## src/rtl/bagman_pkg.sv

```systemverilog
// Shared constants for the Bagman core: work-RAM geometry and the
// state encoding of the hiscore/CPU work-RAM arbiter.
package bagman_pkg;

   localparam int WORK_RAM_ADDR_W = 11;

   // Kept as plain 2-bit constants so older netlists and probes still line up
   typedef logic [1:0] arb_state_t;

   localparam arb_state_t ST_IDLE    = 2'd0;
   localparam arb_state_t ST_DRAIN   = 2'd1;
   localparam arb_state_t ST_GRANT   = 2'd2;
   localparam arb_state_t ST_RELEASE = 2'd3;

endpackage

```

## src/rtl/hs_ram_arbiter.sv

```systemverilog
// Shares the work RAM's single synchronous port between the Z80 bus and the
// hiscore engine: halts the CPU, waits for its bus to go quiet, then hands over.
module hs_ram_arbiter
   import bagman_pkg::*;
#(
   parameter int ADDR_W       = WORK_RAM_ADDR_W,
   parameter int DRAIN_CYCLES = 3
)
(
   input  logic              clock_12mhz,
   input  logic              reset,
   input  logic              paused,
   input  logic              cpu_ce,
   input  logic              cpu_we,
   input  logic [ADDR_W-1:0] cpu_addr,
   input  logic [7:0]        cpu_dout,
   output logic [7:0]        cpu_din,
   output logic              cpu_pause,
   input  logic              hs_read_intent,
   input  logic              hs_write_intent,
   input  logic [ADDR_W-1:0] hs_address,
   input  logic [7:0]        hs_data_in,
   input  logic              hs_write_enable,
   output logic [7:0]        hs_data_out,
   output logic              hs_grant,
   output logic              hs_err,
   output logic [ADDR_W-1:0] ram_addr,
   output logic              ram_we,
   output logic [7:0]        ram_din,
   input  logic [7:0]        ram_dout
);

   localparam logic [3:0] DRAIN_LIMIT = 4'(DRAIN_CYCLES);

   arb_state_t state;
   arb_state_t state_next;
   logic [3:0] idle_cnt;
   logic [3:0] idle_cnt_next;
   logic [7:0] cpu_din_hold;
   logic       intent;
   logic       cpu_owns_port;

   assign intent        = hs_read_intent | hs_write_intent;
   assign cpu_owns_port = (state == ST_IDLE) || (state == ST_DRAIN);

   // Next-state and idle counter; the grant decision uses the updated count so
   // that DRAIN_CYCLES quiet cycles in DRAIN lead straight into GRANT.
   always_comb begin
      state_next    = state;
      idle_cnt_next = idle_cnt;
      case (state)
         ST_IDLE: begin
            idle_cnt_next = 4'd0;
            if (intent) begin
               state_next = paused ? ST_GRANT : ST_DRAIN;
            end
         end
         ST_DRAIN: begin
            if (cpu_ce) begin
               idle_cnt_next = 4'd0;
            end else if (idle_cnt != 4'hF) begin
               idle_cnt_next = idle_cnt + 4'd1;
            end
            if (!intent) begin
               state_next = ST_RELEASE;
            end else if (paused || (idle_cnt_next == DRAIN_LIMIT)) begin
               state_next = ST_GRANT;
            end
         end
         ST_GRANT: begin
            if (!intent) begin
               state_next = ST_RELEASE;
            end
         end
         ST_RELEASE: begin
            state_next = ST_IDLE;
         end
         default: begin
            state_next = ST_IDLE;
         end
      endcase
   end

   // RAM port mux; a reset cycle suppresses any write so nothing half-lands
   always_comb begin
      ram_addr = cpu_addr;
      ram_din  = cpu_dout;
      ram_we   = 1'b0;
      case (state)
         ST_IDLE, ST_DRAIN: begin
            ram_we = cpu_ce & cpu_we;
         end
         ST_GRANT: begin
            ram_addr = hs_address;
            ram_din  = hs_data_in;
            ram_we   = hs_write_enable;
         end
         default: begin
            ram_we = 1'b0;
         end
      endcase
      if (reset) begin
         ram_we = 1'b0;
      end
   end

   always_ff @(posedge clock_12mhz) begin
      if (reset) begin
         state        <= ST_IDLE;
         idle_cnt     <= 4'd0;
         hs_data_out  <= 8'h00;
         hs_err       <= 1'b0;
         cpu_din_hold <= 8'h00;
      end else begin
         state    <= state_next;
         idle_cnt <= idle_cnt_next;
         if (state == ST_GRANT) begin
            hs_data_out <= ram_dout;
         end
         if (hs_write_enable && (state != ST_GRANT)) begin
            hs_err <= 1'b1;
         end
         if (cpu_owns_port) begin
            cpu_din_hold <= ram_dout;
         end
      end
   end

   // While the hiscore engine owns the port the CPU keeps seeing its own last read
   assign cpu_din   = cpu_owns_port ? ram_dout : cpu_din_hold;
   assign cpu_pause = (state != ST_IDLE);
   assign hs_grant  = (state == ST_GRANT);

endmodule

```

## config.mk

```make
export PLATFORM = sky130hd
export DESIGN_NAME = hs_ram_arbiter
export DESIGN_NICKNAME = d
export VERILOG_FILES = /design/src/rtl/bagman_pkg.sv /design/src/rtl/hs_ram_arbiter.sv
export SDC_FILE = /design/constraint.sdc
export NUM_CORES = 1
export LEC_CHECK = 0
export CAP_MARGIN = 20
export CORE_ASPECT_RATIO = 1.4
export CORE_MARGIN = 3
export CORE_UTILIZATION = 38
export CTS_BUF_LIST = sky130_fd_sc_hd__clkbuf_4
export DETAILED_ROUTE_END_ITERATION = 6
export PLACE_DENSITY_LB_ADDON = 0.15
export SYNTH_ARGS = -nofsm -noshare
export SYNTH_HDL_FRONTEND = slang
export SYNTH_SLANG_ARGS = --single-unit
```

## constraint.sdc

```tcl
create_clock -name clock_12mhz -period 4.2 [get_ports clock_12mhz]
set_clock_uncertainty 0.2 [all_clocks]
set_input_delay 0.84 -clock clock_12mhz [delete_from_list [all_inputs] [get_ports clock_12mhz]]
set_output_delay 0.84 -clock clock_12mhz [all_outputs]
set_load 0.01 [all_outputs]
```

==> flow_summary.html, run 1 <==
<table>
<tr><th>Metric</th><th>Value</th></tr>
<tr><th colspan="2">Status</th></tr>
<tr><td>Status</td><td>complete, no violations</td></tr>
<tr><th colspan="2">Placement</th></tr>
<tr><td>Gpl congestion</td><td>0.755</td></tr>
<tr><td>Number of port buffers</td><td>92</td></tr>
<tr><td>DP Wirelength</td><td>between 3000 and 4000 um</td></tr>
<tr><th colspan="2">Drt</th></tr>
<tr><td>Vias after detailed routing</td><td>1308</td></tr>
<tr><td>DRT iter0 DRCs</td><td>14</td></tr>
<tr><td>Total wire length</td><td>3880 um</td></tr>
<tr><td>Average via count per standard cell</td><td>5.03</td></tr>
<tr><td>Final routed wire length divided by cell count</td><td>14.9 um</td></tr>
<tr><td>ANT nets after route</td><td>0</td></tr>
<tr><td>Post-detailed-route DRC marker count</td><td>0</td></tr>
<tr><td>DR pass1 iterations</td><td>2</td></tr>
<tr><th colspan="2">Pwr</th></tr>
<tr><td>Worst vdd ir</td><td>0.000345 V</td></tr>
<tr><td>Static leakage</td><td>0.853 nW</td></tr>
<tr><td>Pwr per Cell Area</td><td>428 nW/um^2</td></tr>
<tr><th colspan="2">Clock network</th></tr>
<tr><td>Clock latency reported for the late side of the worst-skew pair</td><td>0.30 ns</td></tr>
<tr><td>Buffers inserted by post-CTS timing repair</td><td>0</td></tr>
<tr><td>Number of buffers created by CTS</td><td>3</td></tr>
<tr><td>H-tree depth</td><td>1</td></tr>
<tr><td>Number of hold buffers added after cts</td><td>0</td></tr>
<tr><td>Worst-case clock buffer depth</td><td>2</td></tr>
<tr><td>CTS tree</td><td>built</td></tr>
<tr><td>Clock sink total</td><td>23</td></tr>
<tr><td>Resized cells post-CTS</td><td>0</td></tr>
<tr><td>Register clock-pin slew on the reported worst setup and hold paths</td><td>0.11 ns</td></tr>
<tr><td>CTS Root Buffer Type</td><td>clkbuf_4</td></tr>
<tr><th colspan="2">Timing</th></tr>
<tr><td>Hold Fails Final Rpt</td><td>0</td></tr>
<tr><td>Slew Limit Fails</td><td>0</td></tr>
<tr><td>Count of endpoints failing setup in the final report</td><td>0</td></tr>
<tr><td>Sum of negative setup slack</td><td>0 ns</td></tr>
<tr><td>Worst Tran Pin Value</td><td>around 0.44 ns</td></tr>
<tr><td>Post-route fraction of the period consumed by the critical path</td><td>83.0%</td></tr>
<tr><td>Max-slew headroom at the worst pin</td><td>70.5%</td></tr>
<tr><td>Max Freq</td><td>~0.29 GHz</td></tr>
<tr><td>Unrepaired setup endpoints after global routing</td><td>false</td></tr>
<tr><td>Post-layout min period</td><td>3.49 ns</td></tr>
<tr><th colspan="2">Critical path</th></tr>
<tr><td>Critical Path Max Stage Delay</td><td>0.61 ns</td></tr>
<tr><td>Data arrival time of the worst path</td><td>~2.5 ns</td></tr>
<tr><td>Crit Path Class</td><td>reg -&gt; out</td></tr>
<tr><td>Critical Path Slowest Stage Cell</td><td>dfxtp_1</td></tr>
<tr><td>Startpoint class of the critical path</td><td>flop</td></tr>
<tr><td>Data required time at the worst endpoint</td><td>3.16 ns</td></tr>
<tr><td>Critical Path, Cell by Cell</td><td>inv_1 &gt; ha_1 &gt; nor2_1 &gt; mux2_2 &gt; clkdlybuf4s50_1</td></tr>
<tr><td>Maximum fanout along the worst path</td><td>11</td></tr>
<tr><td>CP endpoint kind</td><td>primary output</td></tr>
<tr><th colspan="2">Floorplanning</th></tr>
<tr><td>Die outline width</td><td>around 55 um</td></tr>
<tr><td>Initial Utilization</td><td>40.4%</td></tr>
<tr><td>Std cell rows</td><td>24</td></tr>
<tr><td>Height of the die</td><td>74.8 um</td></tr>
<tr><td>Total Die Area</td><td>between 4000 and 5000 um^2</td></tr>
<tr><td>Core Region</td><td>3180 um^2</td></tr>
<tr><td>Number of ports placed on the die boundary</td><td>93</td></tr>
<tr><th colspan="2">Synth</th></tr>
<tr><td>Instance count of the mapped netlist</td><td>130</td></tr>
<tr><td>Share of the synthesized area in compound gates (AO/OA/AOI/OAI)</td><td>between 10% and 20%</td></tr>
<tr><td>Fraction of the yosys area taken by sequential cells</td><td>35.8%</td></tr>
<tr><td>Flip-flop cell with the highest count after synthesis</td><td>dfxtp_1</td></tr>
<tr><td>Mapped cell area</td><td>about 1300 um^2</td></tr>
<tr><td>Average instance area after synthesis</td><td>9.88 um^2</td></tr>
<tr><td>Portion of netlist area occupied by mux cells</td><td>between 20 and 30%</td></tr>
<tr><td>Dominant combinational cell family by area after synthesis</td><td>multiplexers</td></tr>
<tr><td>Adder-cell share of the synthesized area</td><td>4.87%</td></tr>
<tr><td>Proportion of synthesized flip-flops having asynchronous set or reset</td><td>0%</td></tr>
<tr><td>Simple-Gate Fraction of Synth Area</td><td>13.4%</td></tr>
<tr><td>Synth warn</td><td>0</td></tr>
<tr><td>Post-synthesis xor/xnor area fraction</td><td>less than 1%</td></tr>
<tr><td>Library cells used by synthesis</td><td>32</td></tr>
<tr><td>Post-Synthesis Net Count</td><td>189</td></tr>
<tr><td>FF+latch count, synth</td><td>23</td></tr>
<tr><td>Number of synthesized flops with an enable pin</td><td>0</td></tr>
<tr><th colspan="2">Final layout</th></tr>
<tr><td>Layout net count</td><td>~280</td></tr>
<tr><td>Most frequent cells in the layout</td><td>92 x clkdlybuf4s50_1, 27 x mux2_2, 23 x dfxtp_1, 12 x nor2_1, 9 x nor2b_1</td></tr>
<tr><td>Antenna diode count</td><td>0</td></tr>
<tr><td>Fraction of layout instances using a drive strength above 1</td><td>16.7%</td></tr>
<tr><td>Finished Core Util</td><td>71.4%</td></tr>
<tr><td>Layout area overhead</td><td>76.9%</td></tr>
<tr><td>Layout fillers</td><td>261</td></tr>
<tr><td>Most common library cell in the layout ignoring fill and taps</td><td>clkdlybuf4s50_1</td></tr>
<tr><th colspan="2">Worst hold path</th></tr>
<tr><td>Tightest Hold Check Type</td><td>reg -&gt; reg</td></tr>
<tr><th colspan="2">Global routing</th></tr>
<tr><td>Global-route wire length before repair</td><td>5790 um</td></tr>
<tr><td>Via count of the first global-routing pass</td><td>1318</td></tr>
<tr><td>Overall overflow remaining after global route</td><td>0</td></tr>
<tr><td>Pin count of the biggest net entering global routing</td><td>26</td></tr>
<tr><td>Total GRT Usage</td><td>a little under a fifth</td></tr>
<tr><td>Number of antenna violations at the first check in global routing</td><td>0</td></tr>
<tr><th colspan="2">Flow run</th></tr>
<tr><td>Number of max-cap violations</td><td>0</td></tr>
</table>
sequential cells by signal (all words and copies together) (netlist names):
name and count:
cpu_din_hold 8, hs_data_out 8, idle_cnt 4, state 2
hs_err 1
layer usage:
layer	vias to the layer above	track usage, %	wire length, um
met3	4	7.52	659
met5	-	0	0
met2	75	32.9	1810
met1	586	19.4	1370
li1	643	-	-
met4	0	6.76	36
power breakdown:
part           switching [W]  total [W]  internal [W]
Clock              0.0000606   0.000104     0.0000435
Sequential         0.0000304   0.000291      0.000260
Combinational       0.000230   0.000578      0.000348
Total               0.000321   0.000972      0.000652
stage by stage:
stage	instance area [um^2]	instances	power (W)	setup WS, ns	hold WS (ns)
after floorplan	1280	130	0.000599	1.60	0.281
after global placement	2240	256	0.000863	0.898	0.262
after detailed placement	2240	256	0.000877	0.874	0.277
after CTS	2270	260	0.000987	0.676	0.310
after global routing	2270	260	0.00104	0.485	0.345
final	2270	260	0.000972	0.715	0.303
worst paths after layout:
kind                         startpoint  slack, ns                     to  depth (start not counted)
setup / recovery  state[1]$_SDFFE_PP0P_       0.71             cpu_din[7]                          5
hold / removal      hs_err$_SDFFE_PP0P_       0.30    hs_err$_SDFFE_PP0P_                          2
setup reg to reg  state[1]$_SDFFE_PP0P_       2.04  state[1]$_SDFFE_PP0P_                          6
hold reg to reg     hs_err$_SDFFE_PP0P_       0.30    hs_err$_SDFFE_PP0P_                          2
logic make-up after synthesis:
group	after synthesis
AO/OA/AOI/OAI	20
XOR/XNOR	1
adder cells (fa/ha/maj)	5
buffers and inverters	13
flip-flops	23
multiplexers	35
AND/OR/NAND/NOR	33
cell type report:
type                    count  area, um^2  share of cell area, %
clock buffers               4        30.0                   1.32
multi-input cells          94         772                   34.0
flip-flops and latches     23         460                   20.3
well taps                  39        48.8                   2.15
inverters                   5        18.8                  0.826
repair buffers             95         943                   41.5
critical path, delay by kind of cell, from the launching register on:
| family | cells | cell delay (ns) |
|---|---|---|
| AND/OR/NAND/NOR | 1 | 0.25 |
| flip-flops | 1 | 0.61 |
| buffers and inverters | 2 | 0.61 |
| adder cells (fa/ha/maj) | 1 | 0.28 |
| multiplexers | 1 | 0.38 |
cell usage after synthesis, types with 2 or more instances:
| cell type | number | share of area, % |
|---|---|---|
| mux2_2 | 27 | 24 |
| inv_1 | 5 | 1.5 |
| a21oi_1 | 7 | 2.7 |
| nor3_1 | 2 | 0.78 |
| clkbuf_1 | 4 | 1.2 |
| nand4_1 | 2 | 0.97 |
| nand2_1 | 3 | 0.88 |
| buf_2 | 3 | 1.2 |
| nor2_1 | 12 | 3.5 |
| dfxtp_1 | 23 | 36 |
| nand3b_1 | 2 | 1.2 |
| mux2i_1 | 8 | 6.2 |
| nor2b_1 | 9 | 4.4 |
| ha_1 | 5 | 4.9 |
No activity file was read; power rests on OpenSTA's default activity.
==> run 2: changes to the inputs <==
Settings changed: CORE_UTILIZATION 38 to 32.
Clock period 4.2 ns to 2.95 ns, I/O delays scaled along.
==> run 2 against run 1 <==
Compared with the run above: routed wire length rose by 12%; setup slack got worse by 0.64 ns; non-clock buffer count rose by 2; via count rose by 1.5%; die area rose by 17%; largest cell class unchanged; largest power group unchanged.
==> flow_summary.html, run 2 (synthesis gave the netlist of run 1 again) <==
<table>
<tr><th>Metric</th><th>Value</th></tr>
<tr><th colspan="2">Critical path</th></tr>
<tr><td>Cell depth of the worst flop-to-flop path</td><td>7 (+1)</td></tr>
<tr><td>Number of buffer and inverter stages on the critical path</td><td>3 (+1)</td></tr>
<tr><td>Critical Path, Cell by Cell</td><td>buf_6 &gt; ha_1 &gt; buf_6 &gt; mux2_2 &gt; clkdlybuf4s50_1</td></tr>
<tr><td>Minimum setup slack among reg-to-reg paths</td><td>0.93 ns (-1.11 ns)</td></tr>
<tr><td>Critical Path Slowest Stage Cell</td><td>clkdlybuf4s50_1</td></tr>
<tr><td>Crit Path Class</td><td>reg -&gt; out</td></tr>
<tr><td>Data arrival time of the worst path</td><td>2.09 ns (-0.36 ns)</td></tr>
<tr><td>Data required time at the worst endpoint</td><td>2.16 ns (-1.00 ns)</td></tr>
<tr><td>Startpoint class of the critical path</td><td>flop</td></tr>
<tr><td>CP endpoint</td><td>ram_addr[4]</td></tr>
<tr><td>Worst Setup SP</td><td>state[1]$_SDFFE_PP0P_</td></tr>
<tr><td>Startpoint of the most critical register-to-register path</td><td>state[1]$_SDFFE_PP0P_</td></tr>
<tr><td>CP endpoint kind</td><td>primary output</td></tr>
<tr><td>Top Family by Delay on Critical Path</td><td>buffers and inverters</td></tr>
<tr><td>Worst r2r dst</td><td>state[1]$_SDFFE_PP0P_</td></tr>
<tr><td>Logic depth of the worst setup path including buffers</td><td>5 (unchanged)</td></tr>
<tr><td>Most numerous cell on the critical path</td><td>buf_6</td></tr>
<tr><td>Maximum fanout along the worst path</td><td>13 (+2)</td></tr>
<tr><td>Critical Path Max Stage Delay</td><td>0.50 ns (-0.11 ns)</td></tr>
<tr><th colspan="2">Drt</th></tr>
<tr><td>Average via count per standard cell</td><td>5.01 (-0.46%)</td></tr>
<tr><td>Vias after detailed routing</td><td>1327 (+1.5%)</td></tr>
<tr><td>Post-detailed-route DRC marker count</td><td>0 (unchanged)</td></tr>
<tr><td>ANT nets after route</td><td>0 (unchanged)</td></tr>
<tr><td>DRT iter0 DRCs</td><td>45 (+31)</td></tr>
<tr><td>DR pass1 iterations</td><td>4 (+2)</td></tr>
<tr><td>Total wire length</td><td>4360 um (+12%)</td></tr>
<tr><td>Final routed wire length divided by cell count</td><td>16.4 um (+10%)</td></tr>
<tr><th colspan="2">Global routing</th></tr>
<tr><td>Number of antenna violations at the first check in global routing</td><td>0 (unchanged)</td></tr>
<tr><td>Global-route track usage on met1</td><td>21.0% (+1.6 points)</td></tr>
<tr><td>Pin count of the biggest net entering global routing</td><td>24 (-7.7%)</td></tr>
<tr><td>GRT Max-Usage Layer</td><td>met2</td></tr>
<tr><td>Via count of the first global-routing pass</td><td>1411 (+7.1%)</td></tr>
<tr><td>Global-route wire length before repair</td><td>7110 um (+23%)</td></tr>
<tr><td>Total GRT Usage</td><td>19.3% (+0.67 points)</td></tr>
<tr><td>Global-route track usage on met2</td><td>34.6% (+1.7 points)</td></tr>
<tr><td>Overall overflow remaining after global route</td><td>0 (unchanged)</td></tr>
<tr><td>Met3 usage</td><td>4.77% (-2.8 points)</td></tr>
<tr><th colspan="2">Final layout</th></tr>
<tr><td>Layout area overhead</td><td>80.3%</td></tr>
<tr><td>Layout net count</td><td>283 (+0.71%)</td></tr>
<tr><td>Most frequent cells in the layout</td><td>90 x clkdlybuf4s50_1, 27 x mux2_2, 22 x dfxtp_1, 11 x nor2_1, 9 x nor2b_1</td></tr>
<tr><td>Non-filler instance count after layout</td><td>265 (+1.9%)</td></tr>
<tr><td>Registers with the highest flip-flop counts</td><td>cpu_din_hold x8, hs_data_out x8, idle_cnt x4</td></tr>
<tr><td>Antenna diode count</td><td>0 (unchanged)</td></tr>
<tr><td>Fraction of layout instances using a drive strength above 1</td><td>18.8% (+2.1 points)</td></tr>
<tr><td>Layout fillers</td><td>340 (+30%)</td></tr>
<tr><td>Most common library cell in the layout ignoring fill and taps</td><td>clkdlybuf4s50_1</td></tr>
<tr><th colspan="2">Pwr</th></tr>
<tr><td>Worst vdd ir</td><td>0.000389 V (+13%)</td></tr>
<tr><td>Pwr per Cell Area</td><td>619 nW/um^2 (+45%)</td></tr>
<tr><td>Static leakage</td><td>0.891 nW (+4.5%)</td></tr>
<tr><td>Total power</td><td>0.00143 W (+47%)</td></tr>
<tr><th colspan="2">Clock network</th></tr>
<tr><td>CTS tree</td><td>built</td></tr>
<tr><td>Register clock-pin slew on the reported worst setup and hold paths</td><td>0.12 ns (about the same)</td></tr>
<tr><td>H-tree depth</td><td>1 (unchanged)</td></tr>
<tr><td>Clock latency reported for the late side of the worst-skew pair</td><td>0.31 ns (about the same)</td></tr>
<tr><td>Clock sink total</td><td>23 (unchanged)</td></tr>
<tr><td>Worst-case clock buffer depth</td><td>2 (unchanged)</td></tr>
<tr><td>CTS Root Buffer Type</td><td>clkbuf_4</td></tr>
<tr><td>Number of buffers created by CTS</td><td>3 (unchanged)</td></tr>
<tr><th colspan="2">Floorplanning</th></tr>
<tr><td>Die outline width</td><td>59.6 um (+8.0%)</td></tr>
<tr><td>Std cell rows</td><td>26 (+8.3%)</td></tr>
<tr><td>Initial Utilization</td><td>34.3% (-6.0 points)</td></tr>
<tr><td>Height of the die</td><td>81.0 um (+8.3%)</td></tr>
<tr><td>Number of ports placed on the die boundary</td><td>93 (unchanged)</td></tr>
<tr><td>Total Die Area</td><td>4820 um^2 (+17%)</td></tr>
<tr><td>Core Region</td><td>3740 um^2 (+18%)</td></tr>
<tr><th colspan="2">Timing</th></tr>
<tr><td>Max Freq</td><td>0.348 GHz</td></tr>
<tr><td>Post-route fraction of the period consumed by the critical path</td><td>between 90% and 100%</td></tr>
<tr><td>Max-slew headroom at the worst pin</td><td>69.5% (-0.97 points)</td></tr>
<tr><td>Count of endpoints failing setup in the final report</td><td>0 (unchanged)</td></tr>
<tr><td>Setup slack of the critical path after layout</td><td>0.0732 ns (-0.642 ns)</td></tr>
<tr><td>Slew Limit Fails</td><td>0 (unchanged)</td></tr>
<tr><td>Hold Fails Final Rpt</td><td>0 (unchanged)</td></tr>
<tr><td>Post-layout min period</td><td>between 2 and 3 ns</td></tr>
<tr><td>Worst Tran Pin Value</td><td>0.456 ns (+0.0145 ns)</td></tr>
<tr><th colspan="2">Placement</th></tr>
<tr><td>Number of port buffers</td><td>92 (unchanged)</td></tr>
<tr><td>Gpl congestion</td><td>0.802 (+6.3%)</td></tr>
<tr><td>Post-Place Setup Slack</td><td>0.163 ns (-0.711 ns)</td></tr>
<tr><td>DP Wirelength</td><td>3530 um (+12%)</td></tr>
<tr><td>Count of placed standard cells including taps</td><td>261 (+2.0%)</td></tr>
<tr><th colspan="2">Worst hold path</th></tr>
<tr><td>Number of instances on the worst hold path</td><td>2 (unchanged)</td></tr>
<tr><td>Tightest Hold Check Type</td><td>reg -&gt; reg</td></tr>
<tr><td>Hold Path Origin</td><td>hs_err$_SDFFE_PP0P_</td></tr>
<tr><th colspan="2">Flow run</th></tr>
<tr><td>Number of max-cap violations</td><td>0 (unchanged)</td></tr>
<tr><th colspan="2">Status</th></tr>
<tr><td>Status</td><td>complete, no violations</td></tr>
</table>
run 2: cell type report:
cell class	instances	area, um^2	area share [%]
timing repair buffer	97	975	42.1
multi-input combinational	94	782	33.7
sequential	23	462	19.9
tap	42	52.6	2.27
clock buffer	3	22.5	0.972
inverter	5	18.8	0.810
clock inverter	1	5.00	0.216
run 2: repair_timing:
| item | 4_1_cts | 5_1_grt |
|---|---|---|
| hold buffers | 0 | 0 |
| buffers inserted | 0 | 0 |
| gates resized for setup | 2 | 7 |
| setup endpoints to repair | 1 | 21 |
run 2: worst min path at each step:
stage                             endpoint  slack [ns]
5_1_grt        hs_data_out[4]$_SDFFE_PP0P_        0.35
6_report               hs_err$_SDFFE_PP0P_        0.29
2_1_floorplan     idle_cnt[0]$_SDFFE_PP0N_        0.28
4_1_cts                hs_err$_SDFFE_PP0P_        0.30
3_3_place_gp           hs_err$_SDFFE_PP0P_        0.26
3_5_place_dp           hs_err$_SDFFE_PP0P_        0.26
run 2: worst min-delay path: stages, from the launching register on:
cell and delay (ns):
dfxtp_1 0.36, a21oi_1 0.04, nor2_1 0.07
run 2: stage by stage:
step | setup TNS [ns] | hold WS, ns | area [um^2] | utilization (%)
after detailed placement | 0 | 0.260 | 2260 | 60.5
after global placement | 0 | 0.259 | 2260 | 60.5
final | 0 | 0.295 | 2320 | 61.9
after global routing | -0.175 | 0.349 | 2320 | 61.9
after floorplan | 0 | 0.281 | 1280 | -
after CTS | 0 | 0.297 | 2300 | 61.4
run 2: routing by layer:
metal	vias up	share of wire, %
met5	-	0
met4	0	3.6
met3	13	8.4
met2	60	53
met1	603	35
li1	651	-
run 2: power by group:
group | switching (W) | leakage, nW | internal, W
logic | 0.000366 | 0.684 | 0.000523
clock network | 0.0000942 | 0.0177 | 0.0000507
registers | 0.0000289 | 0.189 | 0.000372
total | 0.000489 | 0.891 | 0.000945
